## src/rtl/observer_pkg.sv

```systemverilog
// observer_pkg: shared state encoding and widths for the observer stimulus path
package observer_pkg;
   localparam int PATTERN_W = 4;
   localparam int DWELL_W = 8;
   typedef enum logic [1:0] {
      IDLE = 2'd0,
      ARM  = 2'd1,
      RUN  = 2'd2,
      DONE = 2'd3
   } state_t;
endpackage

```

## src/rtl/stim_dwell_timer.sv

```systemverilog
// stim_dwell_timer: loadable down-counter that flags expiry at zero unless held
module stim_dwell_timer
   import observer_pkg::*;
(
   input  logic               clk,
   input  logic               rst,
   input  logic               load,
   input  logic               hold,
   input  logic [DWELL_W-1:0] load_value,
   output logic               expire
);
   logic [DWELL_W-1:0] count;
   always_ff @(posedge clk) begin
      if (rst) count <= '0;
      else if (load) count <= load_value;
      else if (!hold && count != '0) count <= count - 1'b1;
   end
   assign expire = (count == '0) && !hold;
endmodule

```

## src/rtl/observer_stim_seq.sv

```systemverilog
// observer_stim_seq: arms the observer, then walks a 4-bit pattern with a fixed dwell per value
module observer_stim_seq
   import observer_pkg::*;
#(
   parameter int unsigned DWELL = 5,
   parameter int unsigned NUM_PATTERNS = 16
) (
   input  logic                 Clk,
   input  logic                 Reset,
   input  logic                 Start,
   input  logic                 Stop,
   input  logic                 Hold,
   output logic                 Enable,
   output logic                 In0,
   output logic                 In1,
   output logic                 In2,
   output logic                 In3,
   output logic [PATTERN_W-1:0] Pattern,
   output logic                 Step,
   output logic                 Busy,
   output logic                 Done
);
   localparam logic [DWELL_W-1:0] RELOAD = DWELL_W'(DWELL - 1);
   localparam logic [PATTERN_W-1:0] LAST = PATTERN_W'(NUM_PATTERNS - 1);
   state_t state, state_nx;
   logic [PATTERN_W-1:0] pattern_nx;
   logic step_nx, load, expire;
   stim_dwell_timer u_timer (
      .clk(Clk),
      .rst(Reset),
      .load(load),
      .hold(Hold),
      .load_value(RELOAD),
      .expire(expire)
   );
   always_comb begin
      state_nx = state;
      pattern_nx = Pattern;
      step_nx = 1'b0;
      load = 1'b0;
      case (state)
         IDLE: if (Start && !Stop) begin
            state_nx = ARM;
            load = 1'b1;
         end
         ARM: if (Stop) state_nx = IDLE;
         else if (expire) begin
            state_nx = RUN;
            step_nx = 1'b1;
            load = 1'b1;
         end
         RUN: if (Stop) state_nx = IDLE;
         else if (expire && Pattern == LAST) state_nx = DONE;
         else if (expire) begin
            pattern_nx = Pattern + 1'b1;
            step_nx = 1'b1;
            load = 1'b1;
         end
         DONE: state_nx = IDLE;
      endcase
      // pattern reads zero whenever the sequencer is idle, including after Stop
      pattern_nx = (state_nx == IDLE) ? '0 : pattern_nx;
   end
   always_ff @(posedge Clk) begin
      if (Reset) begin
         state <= IDLE;
         Pattern <= '0;
         Step <= 1'b0;
         Enable <= 1'b0;
         Busy <= 1'b0;
         Done <= 1'b0;
      end else begin
         state <= state_nx;
         Pattern <= pattern_nx;
         Step <= step_nx;
         Enable <= state_nx != IDLE;
         Busy <= state_nx == ARM || state_nx == RUN;
         Done <= state_nx == DONE;
      end
   end
   assign {In0, In1, In2, In3} = Pattern;
endmodule

```

## config.mk

```make
export PLATFORM = sky130hd
export DESIGN_NAME = observer_stim_seq
export DESIGN_NICKNAME = d
export VERILOG_FILES = /design/src/rtl/observer_pkg.sv /design/src/rtl/stim_dwell_timer.sv /design/src/rtl/observer_stim_seq.sv
export SDC_FILE = /design/constraint.sdc
export NUM_CORES = 1
export LEC_CHECK = 0
export CAP_MARGIN = 10
export CORE_MARGIN = 2
export CORE_UTILIZATION = 45
export CTS_BUF_LIST = sky130_fd_sc_hd__clkbuf_4 sky130_fd_sc_hd__clkbuf_8
export DETAILED_ROUTE_END_ITERATION = 12
export GPL_ROUTABILITY_DRIVEN = 0
export PLACE_DENSITY_LB_ADDON = 0.15
export SKIP_CTS_REPAIR_TIMING = 1
export SYNTH_ARGS = -nofsm -noshare
export SYNTH_HDL_FRONTEND = slang
export SYNTH_HIERARCHICAL = 1
export SYNTH_SLANG_ARGS = --single-unit
```

## constraint.sdc

```tcl
create_clock -name Clk -period 7 [get_ports Clk]
set_input_delay 1.05 -clock Clk [delete_from_list [all_inputs] [get_ports Clk]]
set_output_delay 1.05 -clock Clk [all_outputs]
set_load 0.02 [all_outputs]
```

Yosys cells after proc, flatten, opt, wreduce, memory -nomap -nowiden
Index checks and enable logic that the tools add are counted.
- flip-flop bits (word level): 18
- bits of input ports: 5
- output and inout bits: 12
- logic and storage cells: 50
- $add $sub $neg: 2
- equal/unequal tests: 7
- mux-type cells: 15
- bitwise gates (word level): 2
- reduce and logical (&&, ||, !) cells: 16
- operators with widths (kind ; count):
    two-way mux 2 bit ; 5
    == test 2 bit, second input constant ; 4
    logical NOT 8 bit ; 1
    case mux 2 bit (4 select lines) ; 1
    nonzero test 8 bit ; 1
    subtractor 8 x 1 -> 8 bit, second input constant ; 1
    two-way mux 3 bit ; 2
    two-way mux 1 bit ; 5
    adder 4 x 1 -> 4 bit, second input constant ; 1
    == test 2 x 1 -> 1 bit, second input constant ; 2
    == test 4 bit, second input constant ; 1
    logical AND 1 bit ; 4
    logical NOT 2 bit ; 2
    AND reduction 4 bit ; 1
    nonzero test 2 bit ; 2
    OR reduction 2 bit ; 2
    case mux 1 bit (3 select lines) ; 1
    logical NOT 1 bit ; 2
    NOT 1 bit ; 2
    case mux 1 bit (2 select lines) ; 1
    logical OR 1 bit ; 1

Logic depth before layout (Yosys ltp)
- depth after elaboration: 8
- mapped depth: 12
- mapped depth without buffers: 12

Hierarchy
The synthesis kept the hierarchy.
- modules (own cells, without submodules) (module ; instances ; cells each ; area each (um^2) ; sequential area each (um^2)):
    observer_stim_seq ; 1 ; 67 ; 629.4 ; 200.2
    stim_dwell_timer ; 1 ; 65 ; 524.3 ; 160.2

Worst setup path after synthesis
OpenSTA, ideal clock, no wires.
- kind: in2reg
- from: input Hold
- to: register Pattern[2]
- library setup time: 0.101 ns
- arrival time: 3.233 ns
- data required time: 6.899 ns
- slack: 3.666 ns
- stages: 9
- path buffers: 0
- cell sequence: nor4_1 -> o22ai_1 -> or4_4 -> and2_1 -> ha_1 -> or2_2 -> inv_1 -> o311ai_0 -> o41ai_1
- word-level cells in the longest chain between the ends: 8
- elaborated cells between the ends (all ways): 12
- those cells by class: mux (5); bitwise (1); reduce/logical (6)
- RTL lines (element ; RTL line ; RTL):
    start: declaration ; observer_stim_seq.sv:12 ; input logic Hold,
    logical NOT 1 bit (*) ; stim_dwell_timer.sv:18 ; assign expire = (count == '0) && !hold;
    logical AND 1 bit (*) ; stim_dwell_timer.sv:18 ;
    logical AND 1 bit ; observer_stim_seq.sv:53 ; else if (expire && Pattern == LAST) state_nx = DONE;
    two-way mux 2 bit ; observer_stim_seq.sv:53 ;
    two-way mux 2 bit ; observer_stim_seq.sv:52 ; RUN: if (Stop) state_nx = IDLE;
    case mux 2 bit (4 select lines) ; observer_stim_seq.sv:41 ; case (state)
    logical NOT 2 bit ; observer_stim_seq.sv:62 ; pattern_nx = (state_nx == IDLE) ? '0 : pattern_nx;
    OR reduction 2 bit (no source line) ; n/a ;
    end signal: assignment ; observer_stim_seq.sv:74 ; Pattern <= pattern_nx;
    end: declaration ; observer_stim_seq.sv:18 ; output logic [PATTERN_W-1:0] Pattern,
Every way passes the cells marked *; elsewhere a longest branch is shown, timed or not.
A chain may end at the register's enable or synchronous reset.

Worst setup path in the final report
- from: input Hold
- to: register u_timer.count[6]
- word-level cells in the longest chain between the ends: 7
- elaborated cells between the ends (all ways): 10
- those cells by class: mux (5); reduce/logical (5)
- RTL lines (element ; RTL line ; RTL):
    logical NOT 1 bit (*) ; stim_dwell_timer.sv:18 ;
    logical AND 1 bit (*) ; stim_dwell_timer.sv:18 ;
    net expire ; observer_stim_seq.sv:27 ; logic step_nx, load, expire;
    two-way mux 1 bit / logical AND 1 bit (equally long branches) ; observer_stim_seq.sv:47, observer_stim_seq.sv:54, observer_stim_seq.sv:53 ;
    two-way mux 1 bit ; observer_stim_seq.sv:53 ;
    two-way mux 1 bit ; observer_stim_seq.sv:52 ;
    case mux 1 bit (3 select lines) (*) ; observer_stim_seq.sv:41 ;
    net load ; observer_stim_seq.sv:27 ;
    OR reduction 2 bit (no source line) (*) ; n/a ;
    end signal: assignment ; stim_dwell_timer.sv:15 ; else if (load) count <= load_value;
    end signal: assignment ; stim_dwell_timer.sv:16 ; else if (!hold && count != '0) count <= count - 1'b1;
    end: declaration ; stim_dwell_timer.sv:12 ; logic [DWELL_W-1:0] count;
The timed path passes the listed nets; every way through them passes the cells marked *.

==> impl_metrics.csv <==
group,metric,value,unit
timing,worstMarginPinSlew,1050,ps
critical_path,arrival,4340,ps
timing,rsz0062_at_grt,"false",
power_and_ir_drop,p_int,171,uW
power_and_ir_drop,power_switching,79.6,uW
critical_path,reg2reg_slack,3080,ps
timing,final_hold_viol_count,0,
timing,setup_viol,0,
timing,slew_violations,0,
job,maxCapViolCount,0,
global_routing,grt_max_degree,19,
yosys,synth_edf_count,0,
global_routing,antenna_found_initial,0,
yosys,netlist_instances,132,
global_routing,grt_pass1_wl,3860,um
timing,fmax,240,MHz
clock_network,root_buffer,"clkbuf_4",
global_routing,grt-ovfl-total,0,
yosys,dominantRegCellSynth,"dfxtp_1",
cells_and_area,regArea,360,sq um
yosys,yosysUniqueCellTypes,49,
timing,relSlewSlack,29.6,%
cells_and_area,multiInputGateArea,712,sq um
drt,drt-total-wl,2380,um
die,die_h,54.6,um
drt,drtAntennaViolNets,0,
global_routing,grt_use_total,18.0,%
cells_and_area,fin_nets,164,
status,outcome,"complete, no violations",
timing,finClkSkew,2.85,ps
clock_network,cts.sink_count,18,
timing,fin_crit_sh,59.4,%
die,num_rows,18,
power_and_ir_drop,peakVddDrop,0.136,mV
drt,viasPerCell,5.60,
yosys,ys_async_sr_fraction,0,%
clock_network,clk_pin_slew_worst_paths,110,ps
die,dieArea,2980,sq um
cells_and_area,final_layout_size_suffix_gt1_share,8.72,%
placement,port_buffers,16,
cells_and_area,syn_to_final_growth,17.1,%
global_routing,grt_pass1_vias,915,
die,core_region_area,2450,sq um
clock_network,cts.path.max_buffers,2,
drt,drc,0,
clock_network,cts_tree,"done",
yosys,yosysSeqAreaShare,31.2,%
yosys,yosysWarningCount,6,
clock_network,htree_num_levels,1,
placement,post-dp-hpwl,1760,um
timing,period_minus_slack,4160,ps
yosys,avgSynthCellArea,8.74,sq um
min_path,hp-class,"register to register",
drt,routedWlPerCell,13.3,um
timing,setup_tns,0,ps
yosys,syn_area,1150,sq um
cells_and_area,final.fill_count,228,
power_and_ir_drop,leakagePower,0.000536,uW
critical_path,required,7180,ps
yosys,synth-seq-cells,18,
power_and_ir_drop,p_sw_share,31.8,%
power_and_ir_drop,seq_power_share,47.9,%
drt,vias,1002,
drt,drtPass1Iterations,4,
placement,place_area,1320,sq um
power_and_ir_drop,combPwrFrac,26.0,%
power_and_ir_drop,power.density,186,nW/um^2
power_and_ir_drop,clkPwrFrac,26.1,%
die,start_util,47.0,%
drt,drtIter0Drc,24,
clock_network,cts_inserted_buffers,3,
die,dieWidth,54.6,um
cells_and_area,fin_area,1350,sq um
critical_path,crit_type,"input port to register",
critical_path,critPathLaunchType,"input port",
clock_network,clock_latency,300,ps
critical_path,worstPathMaxFanout,13,
critical_path,critPathCaptureType,"register",
die,ios,17,
cells_and_area,antennaDiodeCount,0,
==> worst paths after layout <==
kind	start	endpoint	depth (start not counted)
setup / recovery	Hold	u_timer/count[6]	8
hold / removal	Pattern[1]	Pattern[1]	2
setup reg to reg	u_timer/count[3]	u_timer/count[6]	8
hold reg to reg	Pattern[1]	Pattern[1]	2
==> cell type report <==
class	count	area share, %
clock buffer	4	2.69
timing repair buffer	16	11.9
inverter	12	3.33
tap	30	2.78
multi-input combinational	99	52.7
sequential	18	26.7
==> registers in the layout (all words and copies together) (netlist names) <==
register / flops
Busy: 1
Done: 1
Enable: 1
Pattern: 4
Step: 1
state: 2
u_timer/count: 8
==> cell usage in the layout (no fill, tap or decap), drive strengths merged, types with 2 or more instances in the layout <==
cell	instances
o21ai	5
nor3	4
or2	2
clkbuf	4
nand3	3
o41ai	2
nor2b	3
o22ai	2
and3	2
conb	8
nor2	7
nand2b	3
o211ai	2
nand2	3
ha	9
nand3b	2
o311ai	4
a2111oi	3
a21oi	4
or3	3
clkdlybuf4s50	16
a311oi	5
or4	4
inv	12
dfxtp	18
==> synth_stat cells, types with 2 or more instances <==
master / count / area share (%)
dfxtp_1: 18 / 31
inv_1: 12 / 3.9
ha_1: 9 / 9.8
nor2_1: 7 / 2.3
a311oi_1: 5 / 3.8
o21ai_0: 5 / 2.2
a21oi_1: 4 / 1.7
buf_4: 4 / 2.6
nor3_1: 4 / 1.7
o311ai_0: 4 / 3.0
a2111oi_0: 3 / 2.3
nand2_1: 3 / 0.98
nand2b_1: 3 / 1.6
nand3_1: 3 / 1.3
nor2b_1: 3 / 1.6
or3_1: 3 / 1.6
or4_1: 3 / 2.0
and3_1: 2 / 1.1
clkbuf_1: 2 / 0.65
conb_1: 2 / 0.65
o211ai_1: 2 / 1.3
o22ai_1: 2 / 1.1
o41ai_1: 2 / 1.5
or2_2: 2 / 1.1
==> worst max-delay path, stage by stage <==
cell,delay (ps)
clkdlybuf4s50_1,490
nor4_1,920
nand3b_4,230
o22a_2,290
nor2_1,560
inv_1,280
and4_1,250
a2111oi_0,270
==> per-layer routing <==
layer	vias to the layer above	routed length, um	global-route usage [%]
met5	-	0	0
met4	0	20	5.83
met3	2	73	4.92
met2	12	1240	32.7
met1	463	1040	19.8
li1	525	-	-
==> power by group through the flow <==
stage,combinational (uW),clock [uW],sequential [uW]
detailed placement,63.6,0,122
finish,65.2,65.6,120
CTS,64.6,67.4,120
global route,72.9,70.2,121
floorplan,51.0,0,120
global placement,62.6,0,122
==> per-stage QoR <==
step                hold WS, ps  power (uW)  utilization, %  instances  setup slack [ps]
detailed placement          531         186            53.6        175              2580
floorplan                   508         171               -        138              3670
global placement            521         185            53.6        175              2720
finish                      544         251            55.0        179              2840
global route                586         264            55.0        179              2480
CTS                         549         252            55.0        179              2840
==> logic make-up after synthesis <==
| family | count (synthesis) | synth area share (%) |
|---|---|---|
| AOI/OAI and AO/OA | 37 | 24.6 |
| DFF | 18 | 31.2 |
| other | 2 | 0.651 |
| buffers and inverters | 21 | 9.00 |
| adders and majority gates | 9 | 9.76 |
| and+or+nand+nor | 45 | 24.7 |
Power figures use the tool's default switching activity.
